$ cat src/rtl/issue_scoreboard.sv
// Per-warp-slot register scoreboard: holds back RAW/WAW hazards and
// forwards hazard-free instructions through a one-entry output register.
module issue_scoreboard #(
  parameter int ISSUE_RATIO = 4,
  parameter int NUM_REGS    = 32,
  parameter int NR_BITS     = 5,
  parameter int WIS_W       = 2,
  parameter int DATAW       = 64,
  parameter int CNT_W       = 32
) (
  input  logic                             clk,
  input  logic                             reset,
  input  logic                             ibuf_valid,
  output logic                             ibuf_ready,
  input  logic [WIS_W-1:0]                 ibuf_wis,
  input  logic                             ibuf_wb,
  input  logic [NR_BITS-1:0]               ibuf_rd,
  input  logic [NR_BITS-1:0]               ibuf_rs1,
  input  logic [NR_BITS-1:0]               ibuf_rs2,
  input  logic [NR_BITS-1:0]               ibuf_rs3,
  input  logic [DATAW-1:0]                 ibuf_data,
  input  logic                             wb_valid,
  input  logic [WIS_W-1:0]                 wb_wis,
  input  logic [NR_BITS-1:0]               wb_rd,
  input  logic                             wb_eop,
  output logic                             out_valid,
  output logic [DATAW+WIS_W+4*NR_BITS:0]   out_data,
  input  logic                             out_ready,
  output logic [CNT_W-1:0]                 stall_cycles
);

  logic [ISSUE_RATIO-1:0][NUM_REGS-1:0] inuse;
  logic [NUM_REGS-1:0] row_q;
  logic rel_en;
  logic acq_en;
  logic hazard;
  logic reset_d;

  assign rel_en = wb_valid & wb_eop & (wb_rd != '0);

  // Row for the requesting slot with this cycle's release bypassed in.
  always_comb begin
    row_q = inuse[ibuf_wis];
    if (rel_en && (wb_wis == ibuf_wis))
      row_q[wb_rd] = 1'b0;
    row_q[0] = 1'b0;
  end

  assign hazard = row_q[ibuf_rs1] | row_q[ibuf_rs2] |
                  row_q[ibuf_rs3] | (ibuf_wb & row_q[ibuf_rd]);

  assign ibuf_ready = ibuf_valid & ~hazard &
                      (~out_valid | out_ready);

  assign acq_en = ibuf_ready & ibuf_wb & (ibuf_rd != '0);

  always_ff @(posedge clk) begin
    if (reset) begin
      inuse        <= '0;
      out_valid    <= 1'b0;
      stall_cycles <= '0;
    end else begin
      if (rel_en)
        inuse[wb_wis][wb_rd] <= 1'b0;
      // Acquire is applied last so it wins over a same-bit release.
      if (acq_en)
        inuse[ibuf_wis][ibuf_rd] <= 1'b1;
      if (ibuf_ready)
        out_valid <= 1'b1;
      else if (out_ready)
        out_valid <= 1'b0;
      if (ibuf_valid && hazard && (stall_cycles != '1))
        stall_cycles <= stall_cycles + 1'b1;
    end
  end

  always_ff @(posedge clk) begin
    if (ibuf_ready)
      out_data <= {ibuf_data, ibuf_wis, ibuf_wb, ibuf_rd,
                   ibuf_rs1, ibuf_rs2, ibuf_rs3};
  end

  always_ff @(posedge clk) begin
    reset_d <= reset;
  end

  always_ff @(posedge clk) begin
    if (!reset && !reset_d && rel_en)
      assert (inuse[wb_wis][wb_rd]);
  end

endmodule

$ cat config.mk
export PLATFORM = sky130hd
export DESIGN_NAME = issue_scoreboard
export DESIGN_NICKNAME = d
export VERILOG_FILES = /design/src/rtl/issue_scoreboard.sv
export SDC_FILE = /design/constraint.sdc
export NUM_CORES = 1
export LEC_CHECK = 0
export BUFFER_PORTS_ARGS = -buffer_cell sky130_fd_sc_hd__buf_2
export CAP_MARGIN = 20
export CORE_MARGIN = 10
export CORE_UTILIZATION = 35
export DETAILED_ROUTE_END_ITERATION = 16
export SKIP_CTS_REPAIR_TIMING = 1
export SYNTH_ARGS = -nofsm -noshare
export SYNTH_HDL_FRONTEND = slang
export SYNTH_SLANG_ARGS = --single-unit
$ cat constraint.sdc
create_clock -name clk -period 9.1 [get_ports clk]
set_clock_uncertainty 0.2 [all_clocks]
set_input_delay 0.455 -clock clk [delete_from_list [all_inputs] [get_ports clk]]
set_output_delay 0.455 -clock clk [all_outputs]
set_load 0.05 [all_outputs]
# Yosys cells after proc, flatten, opt, wreduce, memory -nomap -nowiden
# Index checks and enable logic that the tools add are counted.
# op_classes
addsub,1
order_cmp,11
eq_ne,2
n_mux,24
bitwise_logic,18
reduce_logical,10
# ops
cell,n
128-bit two-way mux,3
128-bit bitwise AND,1
32-bit demux with 2-bit select,2
32-bit two-way mux,4
128-bit inverter,1
128-bit bitwise OR,1
32-bit binary-select mux with 2-bit select,1
"32-bit by 1-bit adder with 32-bit output, second input constant",1
32-bit bitwise AND,1
"32-bit != test, second input constant",1
32-bit inverter,1
"5-bit by 6-bit less-than comparator with 1-bit output, second input constant",5
1-bit binary-select mux with 5-bit select,4
1-bit demux with 5-bit select,2
"5-bit by 1-bit >= comparator with 1-bit output, second input constant",2
5-bit nonzero test,2
1-bit two-way mux,8
1-bit bitwise AND,7
1-bit logical AND,7
"2-bit by 3-bit less-than comparator with 1-bit output, second input constant",2
"2-bit by 1-bit >= comparator with 1-bit output, second input constant",2
1-bit bitwise OR,4
2-bit == test,1
1-bit inverter,2
2-bit nonzero test,1
# word_totals
ff_bits,248
output_inout_bits,121
elab_cells,73

# Logic depth before layout (Yosys ltp)
# Gate-level depths: netlist (run 1).
# depth
ltp_word,18
mapped_depth,14

# Worst setup path before layout (run 1)
# No wires, ideal clock.
# synth_timing
path_kind,in2reg
start,input ibuf_wis[1]
end,"register out_data[0], enable pin"
setup_time_ps,563
arrival_ps,7196
t_required_ps,8337
path_slack_ps,1142
cell_stages,12
path_cell_list,buf_4 -> buf_2 -> clkbuf_1 -> mux4_2 -> o21ai_1 -> o2111ai_1 -> a2111oi_2 -> nand4b_1 -> nor4_4 -> nand2_1 -> buf_2 -> nor2_1
# synth_via
elab_chain_cells,12
elab_cells_between_ends,21
classes_between,1 x eq/ne; 11 x mux; 8 x bitwise; 1 x reduce/logical
# synth_lines
item,line_no,source
start: declaration,15,"input logic [WIS_W-1:0] ibuf_wis,"
32-bit binary-select mux with 2-bit select,43,row_q = inuse[ibuf_wis];
32-bit two-way mux (not written as such),43,
32-bit bitwise AND (no source line),--,
32-bit two-way mux *,44,if (rel_en && (wb_wis == ibuf_wis))
1-bit binary-select mux with 5-bit select,49,assign hazard = row_q[ibuf_rs1] | row_q[ibuf_rs2] |
1-bit two-way mux (not written as such),49,
1-bit bitwise OR (2 in series),49,
1-bit bitwise OR *,50,row_q[ibuf_rs3] | (ibuf_wb & row_q[ibuf_rd]);
1-bit inverter *,52,assign ibuf_ready = ibuf_valid & ~hazard &
1-bit bitwise AND * (2 in series),52,
net ibuf_ready,14,"output logic ibuf_ready,"
end signal: assignment,79,"out_data <= {ibuf_data, ibuf_wis, ibuf_wb, ibuf_rd,"
end: declaration,27,"output logic [DATAW+WIS_W+4*NR_BITS:0] out_data,"
# Mark *: on every way through the listed nets, which the timed path passes. The rest lies on a longest branch. The select of a mux whose other input is x is not followed.
# A chain may end at the register's enable or synchronous reset.

# Worst setup path in the final report (run 1)
# layout_timing
start,input ibuf_wis[0]
end,output ibuf_ready
# layout_via
elab_chain_cells,12
elab_cells_between_ends,21
classes_between,1 x eq/ne; 11 x mux; 8 x bitwise; 1 x reduce/logical
# layout_lines
item,line_no
32-bit binary-select mux with 2-bit select,43
32-bit two-way mux (not written as such),43
32-bit bitwise AND (no source line),--
32-bit two-way mux *,44
1-bit binary-select mux with 5-bit select,49
1-bit two-way mux (not written as such),49
1-bit bitwise OR (2 in series),49
1-bit bitwise OR *,50
1-bit inverter *,52
1-bit bitwise AND * (2 in series),52
end: declaration,14
# Every way passes the cells marked *; elsewhere a longest branch is shown, timed or not. The select of a mux whose other input is x is not followed.

==> out/metrics.yaml, run 1 <==
syn_inst: 1225
h-tree-depth: 1
rows: 67
layout.cells.non_filler: 1941
p_sw_mw: 0.699
place_hpwl_um: 28300
max_cap_viol_count: 0
cts_tree: "done"
reg2reg_from: "inuse[108]$_SDFF_PP0_"
crit_required_ns: 8.45
area.growth.synth_to_final_pct: 25.4
combPwrFrac_pct: 13.1
syn_area_per_cell_um2: 9.74
crit_path_end_kind: "output pin"
clk_latency_ns: 0.53
initial_core_util_pct: 35.5
grtUsageTotal_pct: 18.4
final_nets: 1573
drt_iter0_markers: 1136
via_per_inst: 5.59
crit_chain: "buf_2, buf_4, xnor2_4, nand3_1, o21ai_0, o32ai_1, a2111oi_2, nand4b_1, nor4_4, nand2_1, nor2_4, buf_2"
core_mm2: 0.0336
finalMaxSlewViolations: 0
p_seq_share_pct: 44.2
final_common_cell: "buf_2"
rsz0062_at_grt: "no"
cts_buffer_depth: 3
io_buffer_count: 220
die-area_mm2: 0.0419
placed_cells: 1826
worstHoldStart: "ibuf_rd[0]"
critPathMaxFanout: 34
syn_nets: 1326
cpMostUsedCell: "buf_2"
yosysWarnings: 0
critPathKind: "input pin to output pin"
synth_flop_cell: "dfxtp_1"
min_period_ns: 6.82
pin_count: 221
slowest_stage: "nor2_4"
dieHeight_um: 205
async_reset_ff_share_pct: 0
ir_worst_vdd_mv: 0.125
finalSetupViolCount: 0
worstSetupStartpoint: "ibuf_wis[0]"
dieWidth_um: 205
synth-edff-count: 87
finalHoldViolCount: 0
seq_area_frac_synth_pct: 48.2
grt_overflow_total: 0
grt_max_degree: 133
grt_pass1_vias: 10400
wl_per_cell_um: 21.5
slew_headroom_pct: 16.5
cts.sinks: 244
status: "completed"
tightest_slew_ns: 1.25
vias: 10800
numCtsBuffers: 26
final_cell_mix: "219 x buf_2, 157 x nand2_1, 157 x dfxtp_1"
worstSetupStartpointType: "input pin"
gp_congestion: 0.949
postRouteAntennaNets: 0
clkPwrFrac_pct: 42.6
p_int_mw: 1.97
fin_crit_sh_pct: 74.9
yosysUniqueCellTypes: 65
grt_pass1_wl_um: 62000
grt_antenna_before_repair: 3
cts-root-buf: "clkbuf_16"
wirelength_um: 41700
synth-seq-cells: 244
tns_ns: 0
drt-pass1-iter-count: 5
syn_area_mm2: 0.0119
fmax_mhz: 147
power.density_mw_per_mm2: 178
clk_pin_slew_ns: 0.06
crit_arrival_ns: 6.16
drive_above_1_share_pct: 22.7
max_stage_delay_ns: 0.94
p_leak_nw: 5.27
swShare_pct: 26.2
hold_class: "input pin to register"
drc_errors: 0
==> per-stage QoR <==
step | hold WS, ns | util (%) | worst slack, ns | area, µm² | total power, mW
after global routing | 0.0169 | 44.5 | 1.71 | 15000 | 2.75
after floorplan | 0.251 | - | 1.14 | 11900 | 1.43
after detailed placement | 0.268 | 39.7 | 2.21 | 13400 | 1.53
after global placement | 0.264 | 39.7 | 2.30 | 13400 | 1.53
after CTS | -0.117 | 42.5 | 2.19 | 14300 | 2.66
final | 0.0106 | 44.5 | 2.28 | 15000 | 2.67
==> area by class of cell <==
cell class                      count  area (µm²)
Fill cell                        3130       18700
Sequential cell                   244        5760
Multi-Input combinational cell    880        5750
Timing Repair Buffer              297        1880
Clock buffer                       34         727
Tap cell                          448         561
Clock inverter                     13         190
Inverter                           23        86.3
Antenna cell                        2        5.00
==> kinds of logic after synthesis <==
family | share of synthesized area, %
XOR/XNOR | 1.42
multiplexers | 8.20
adder cells (fa/ha/maj) | 0.105
flip-flops | 48.2
buffers and inverters | 3.59
AO/OA/AOI/OAI | 15.5
AND/OR/NAND/NOR | 22.9
==> Yosys cell counts, types with 14 or more instances <==
cell	instances	area share [%]
dfxtp_1	157	26
nand2_1	157	4.9
o21ai_1	94	3.9
nand3b_1	93	5.9
o21ai_0	92	3.9
edfxtp_1	87	22
nor2_1	78	2.5
clkbuf_1	57	1.8
nor2b_1	50	2.6
mux4_2	35	6.6
a21oi_1	26	1.1
nand3_1	22	0.92
inv_1	21	0.66
nand4_1	21	1.1
o211ai_1	18	1.1
a211oi_1	16	1.0
nand2b_1	16	0.84
and3_1	14	0.73
==> worst max-delay path, delay by kind of cell <==
family / cells / cell delay (ns)
buffers and inverters: 3 / 1.38
AND/OR/NAND/NOR: 5 / 3.00
XOR/XNOR: 1 / 0.22
AO/OA/AOI/OAI: 3 / 1.06
==> power by group through the flow <==
stage | logic, mW | registers, mW | clock network [mW]
after floorplan | 0.113 | 1.31 | 0
after global placement | 0.324 | 1.20 | 0
after detailed placement | 0.324 | 1.20 | 0
after CTS | 0.324 | 1.18 | 1.16
after global routing | 0.368 | 1.18 | 1.20
final | 0.350 | 1.18 | 1.14
==> registers in the layout, indices dropped and copies added, names as in the netlist <==
| signal | cells |
|---|---|
| inuse | 124 |
| stall_cycles | 32 |
| out_valid | 1 |
| out_data | 87 |
==> metal layers <==
layer  wire (µm)  track usage [%]  part of all wire, %  vias to the layer above
li1            -                -                    -                     5011
met3        4040             4.22                  9.7                       80
met5          13                0                0.031                        -
met4         925             5.03                  2.2                        2
met2       18800             29.0                   45                      544
met1       17800             24.7                   43                     5209
==> final timing paths <==
path | endpoint | slack [ns] | cells after the start
worst min register to register | inuse[11]$_SDFF_PP0_ | 0.28 | 2
worst max register to register | out_data[18]$_DFFE_PP_ | 4.06 | 9
worst max-delay path | ibuf_ready | 2.28 | 12
worst min-delay path | out_data[15]$_DFFE_PP_ | 0.01 | 1
(Power assumes the default switching activity.)
==> inputs of run 2 (changes only) <==
- ABC_AREA: unset -> 1
- clock period: 9.1 -> 5.81 ns (I/O delays scaled with it)
==> run 2 against run 1 <==
- global-route usage grew 2.4 points
- hold slack improved by 0.039 ns
- cell area grew 7.4%
- largest cell class is now multi-input gates
- critical path depth up 4
- count of clock-buffer cells in the layout is 3 lower
- cell count is 31% higher
- die area rose by 5.7%
- largest power group is now clock
- setup slack lost 1.3 ns
- combinational power is 66% higher
- critical endpoint unchanged
- sequential power up 55%
- core utilization rose by 0.54 points
- synthesized cell count increased by 47%
==> out/metrics.yaml, run 2 <==
crit_arrival_ns: 4.34
final_cell_mix: "415 x nand2_1, 262 x nand3_1, 247 x nor2_1"
syn_area_per_cell_um2: 7.06
syn_inst: 1797
grt_pass1_vias: 12700
tightest_slew_ns: 1.12
ir_worst_vdd_mv: 0.218
synth_area_leaders: "dfxtp_1 25%, edfxtp_1 21%, nand2_1 12%"
synth_top_area_share_pct: 24.8
place_hpwl_um: 32800
crit_buf_inv: 5
grt_overflow_total: 0
cts.sinks: 244
crit_chain: "dlygate4sd3_1, buf_2, nor2_1, inv_1, o21ai_0, clkinv_2, nand2_1, nor2_1, nand2_1, nor2_1, nand2_1, o21ai_1, nor2_2, nand3_1, nor2_4, buf_2"
h-tree-depth: 1
synth_commonest_cells: "416 x nand2_1, 266 x nand3_1, 250 x nor2_1, 159 x a21oi_1, 157 x dfxtp_1"
via_per_inst: 5.42
drt-pass1-iter-count: 6
yosysWarnings: 0
io_buffer_count: 220
finalMaxSlewViolations: 0
hold_class: "input pin to register"
yosysUniqueCellTypes: 29
drc_errors: 0
top_register: "inuse"
max_cap_viol_count: 0
core_mm2: 0.0357
fin_crit_sh_pct: 83.2
power.density_mw_per_mm2: 272
final_common_cell: "nand2_1"
synth.most_common_cell: "nand2_1"
p_leak_nw: 6.12
grtUsageTotal_pct: 20.7
grt_max_degree: 101
worstSetupStartpointType: "input pin"
cts_tree: "done"
reg_top3: "inuse x124, out_data x87, stall_cycles x32"
numCtsBuffers: 28
min_period_ns: 4.83
grt_pass1_wl_um: 74300
drive_above_1_share_pct: 14.7
final_util_pct: 45.0
totalPowerFinal_mw: 4.36
synth-edff-count: 87
drt_iter0_markers: 1600
finalHoldViolCount: 0
path_delay_family: "simple AND/OR/NAND/NOR gates"
initial_core_util_pct: 35.6
slowest_stage: "nor2_1"
synth-seq-cells: 244
rows: 69
wl_per_cell_um: 19.5
slew_headroom_pct: 25.5
syn_nets: 1898
gp_congestion: 1.03
area.growth.synth_to_final_pct: 26.5
status: "completed"
die-area_mm2: 0.0443
postRouteAntennaNets: 0
async_reset_ff_share_pct: 0
clk_latency_ns: 0.56
dieWidth_um: 210
cts-root-buf: "clkbuf_16"
syn_area_mm2: 0.0127
crit_path_end_kind: "output pin"
wirelength_um: 49500
largest_reg_flops: 124
antennaDiodeCount: 0
cts_buffer_depth: 3
critPathKind: "input pin to output pin"
crit_required_ns: 5.32
rsz0062_at_grt: "no"
tns_ns: 0
synth_area_leader_cell: "dfxtp_1"
clk_pin_slew_ns: 0.06
finalSetupViolCount: 0
vias: 13700
dieHeight_um: 210
grt_antenna_before_repair: 1
seq_area_frac_synth_pct: 45.4
max_stage_delay_ns: 0.69
fmax_mhz: 207
synth_flop_cell: "dfxtp_1"
pin_count: 221
critPathMaxFanout: 26
final_nets: 2152
==> run 2: changes by cell type in the layout (fill, tap and decap cells not counted), moves of 91 or more <==
cell	previous run	this run
nand3_1	22	262
nor2_1	77	247
a21oi_1	26	159
nand3b_1	93	2
o21ai_1	94	1
nand2_1	157	415
==> run 2: worst reg2reg max path: stages, from the launching register on <==
cell	delay, ns
dfxtp_1	0.32
nand2_1	0.07
nand4_1	0.18
nand2_1	0.30
nand2_1	0.08
nand2_1	0.08
nand2_1	0.06
nand2_1	0.10
nor2_1	0.05
nand2_1	0.08
o21ai_1	0.10
nor2_2	0.14
nand3_1	0.13
nor2_4	0.48
buf_12	0.43
nand3_1	0.22
a21oi_1	0.16
==> run 2: worst paths after layout <==
path	from	endpoint	slack, ns	cells past startpoint
worst min-delay path	out_ready	out_valid$_SDFFE_PP0P_	0.05	3
worst max register to register	inuse[15]$_SDFF_PP0_	inuse[69]$_SDFF_PP0_	2.55	16
worst max-delay path	ibuf_rd[0]	ibuf_ready	0.98	16
worst min register to register	inuse[108]$_SDFF_PP0_	inuse[108]$_SDFF_PP0_	0.28	2
==> run 2: per-stage QoR <==
step	hold WS, ns	cell area (µm²)	worst slack (ns)	instances
3_5_place_dp	0.267	14100	1.37	2394
4_1_cts	-0.326	15200	1.61	2446
2_1_floorplan	0.189	12700	2.10	1797
5_1_grt	0.0657	16100	0.740	2534
3_3_place_gp	0.261	14100	1.33	2394
6_report	0.0492	16100	0.977	2534
==> run 2: layout make-up <==
cell class                      instances  area, µm²
Multi-Input combinational cell       1333       6090
Tap cell                              461        577
Fill cell                            3584      19600
Inverter                              120        452
Clock inverter                         21        303
Timing Repair Buffer                  324       2160
Sequential cell                       244       5760
Clock buffer                           31        722
==> run 2: report_power, final <==
| group | switching (mW) | internal [mW] |
|---|---|---|
| combinational | 0.440 | 0.142 |
| sequential | 0.0104 | 1.82 |
| clock | 0.740 | 1.21 |
==> run 2: kinds of logic after synthesis <==
| kind of cell | after synthesis | synth area share (%) |
|---|---|---|
| compound gates | 299 | 12.0 |
| fa+ha+maj | 1 | 0.0986 |
| flops | 244 | 45.4 |
| xor+xnor | 30 | 2.07 |
| buf+inv | 220 | 6.93 |
| simple gates | 1003 | 33.5 |
==> run 2: routing by layer <==
| metal | vias up | GRT usage, % | part of all wire, % |
|---|---|---|---|
| met5 | - | 0 | 0.026 |
| li1 | 6509 | - | - |
| met1 | 6413 | 27.6 | 42 |
| met4 | 2 | 6.72 | 2.5 |
| met2 | 734 | 32.9 | 45 |
| met3 | 85 | 4.26 | 10 |
==> inputs of run 3 (changes only) <==
- clock period: 5.81 -> 4.8 ns (I/O delays scaled with it)
==> run 3 against run 2 <==
- sequential power is 21% higher
- clock power is 25% higher
- the flow now finishes with violations (negative hold slack)
- via count is 0.86% higher
- largest cell class unchanged
==> out/metrics.yaml, run 3 (same netlist as run 2, synthesis figures left out) <==
core_mm2: 0.0357
grt_pass1_vias: 12800
top_register: "inuse"
reg2reg_from: "inuse[48]$_SDFF_PP0_"
place_hpwl_um: 34000
postRouteAntennaNets: 0
finalHoldViolCount: 1
cts_tree: "done"
slowest_stage: "dlygate4sd3_1"
tns_ns: 0
crit_arrival_ns: 3.92
finalSetupViolCount: 0
fmax_mhz: 229
grt_pass1_wl_um: 76200
finalMaxSlewViolations: 0
gp_congestion: 1.03
critPathMaxFanout: 20
p_leak_nw: 6.18
hold_path_depth: 3
worstSetupStartpointType: "input pin"
hold_class: "input pin to register"
drive_above_1_share_pct: 15.1
crit_chain: "dlygate4sd3_1, buf_2, inv_2, nand2_1, nand2_1, nor2_2, buf_12, nand3_1, nand2_1, nor2_1, nor2_1, nand2_1, nand3_1, nand2_1, nand2_1, o21ai_1, nor2_2, nand3_1, nor2_4, buf_4, buf_2"
drt_iter0_markers: 1613
wirelength_um: 51000
hold-worst-slack_ns: -0.00588
slew_headroom_pct: 34.0
critical_path_depth: 21
initial_core_util_pct: 35.6
dieWidth_um: 210
tightest_slew_ns: 0.989
clk_pin_slew_ns: 0.06
largest_reg_flops: 124
cpMostUsedCell: "nand2_1"
totalPowerFinal_mw: 5.36
grtUsageTotal_pct: 21.6
seq_area_mm2: 0.00576
numCtsBuffers: 29
fillers: 3596
min_period_ns: 4.36
vias: 13900
wl_per_cell_um: 20.0
crit_buf_inv: 6
worstSetupStartpoint: "ibuf_wis[1]"
reg2reg_depth: 16
cts_buffer_depth: 3
area.growth.synth_to_final_pct: 27.6
die-area_mm2: 0.0443
fin_crit_sh_pct: 90.9
grt_antenna_before_repair: 0
grt_max_degree: 105
reg_top3: "inuse x124, out_data x87, stall_cycles x32"
max_cap_viol_count: 0
antennaDiodeCount: 0
critPathKind: "input pin to output pin"
grt_overflow_total: 0
crit_path_end_kind: "output pin"
rsz0062_at_grt: "no"
multiInputGateArea_mm2: 0.00608
pin_count: 221
final_nets: 2166
drc_errors: 0
clk_latency_ns: 0.58
violations: "negative hold slack"
status: "complete, but fails checks"
h-tree-depth: 1
dieHeight_um: 210
final_cell_mix: "416 x nand2_1, 263 x nand3_1, 247 x nor2_1"
via_per_inst: 5.44
ir_worst_vdd_mv: 0.262
worstHoldStart: "out_ready"
final_common_cell: "nand2_1"
cts.sinks: 244
cts-root-buf: "clkbuf_16"
max_stage_delay_ns: 0.52
drt-pass1-iter-count: 6
io_buffer_count: 220
path_delay_family: "simple AND/OR/NAND/NOR gates"
power.density_mw_per_mm2: 331
crit_required_ns: 4.36
rows: 69
==> run 3: metrics by stage <==
stage | util [%] | worst slack [ns] | cells | hold WS [ns] | instance area (µm²)
detailed placement | 39.9 | 1.04 | 2407 | 0.218 | 14200
floorplan | - | 1.14 | 1797 | 0.139 | 12700
global placement | 39.9 | 0.992 | 2407 | 0.217 | 14200
finish | 45.4 | 0.435 | 2549 | -0.00588 | 16200
CTS | 42.9 | 1.04 | 2461 | -0.389 | 15300
global route | 45.4 | 0.155 | 2549 | 0.00943 | 16200
==> run 3: worst min-delay path, stage by stage <==
cell,delay (ns)
buf_2,0.08
nor2_1,0.14
o21ba_2,0.26
==> run 3: report_power, final <==
| group | total [mW] | leakage [nW] | internal, mW | switching (mW) |
|---|---|---|---|---|
| Clock | 2.43 | 0.503 | 1.50 | 0.930 |
| Sequential | 2.21 | 2.06 | 2.20 | 0.0131 |
| Combinational | 0.721 | 3.62 | 0.181 | 0.540 |
| Total | 5.36 | 6.18 | 3.88 | 1.48 |
==> run 3: path summary, 6_finish.rpt <==
path	end	slack, ns
worst min-delay path	out_valid$_SDFFE_PP0P_	-0.006
worst min register to register	inuse[108]$_SDFF_PP0_	0.27
worst max-delay path	ibuf_ready	0.44
worst max register to register	inuse[39]$_SDFF_PP0_	1.81
==> run 3: final cells by class <==
class                      instances  area share (%)
multi-input combinational       1333            37.5
sequential                       244            35.5
timing repair buffer             337            14.0
clock buffer                      36            4.90
tap                              461            3.56
inverter                         120            2.79
clock inverter                    18            1.66
==> run 3: metal layers <==
metal	vias up	track usage [%]	wire, µm
met2	715	33.9	22800
li1	6540	-	-
met5	-	0	0
met4	0	8.64	1730
met1	6486	28.7	21700
met3	120	4.01	4720
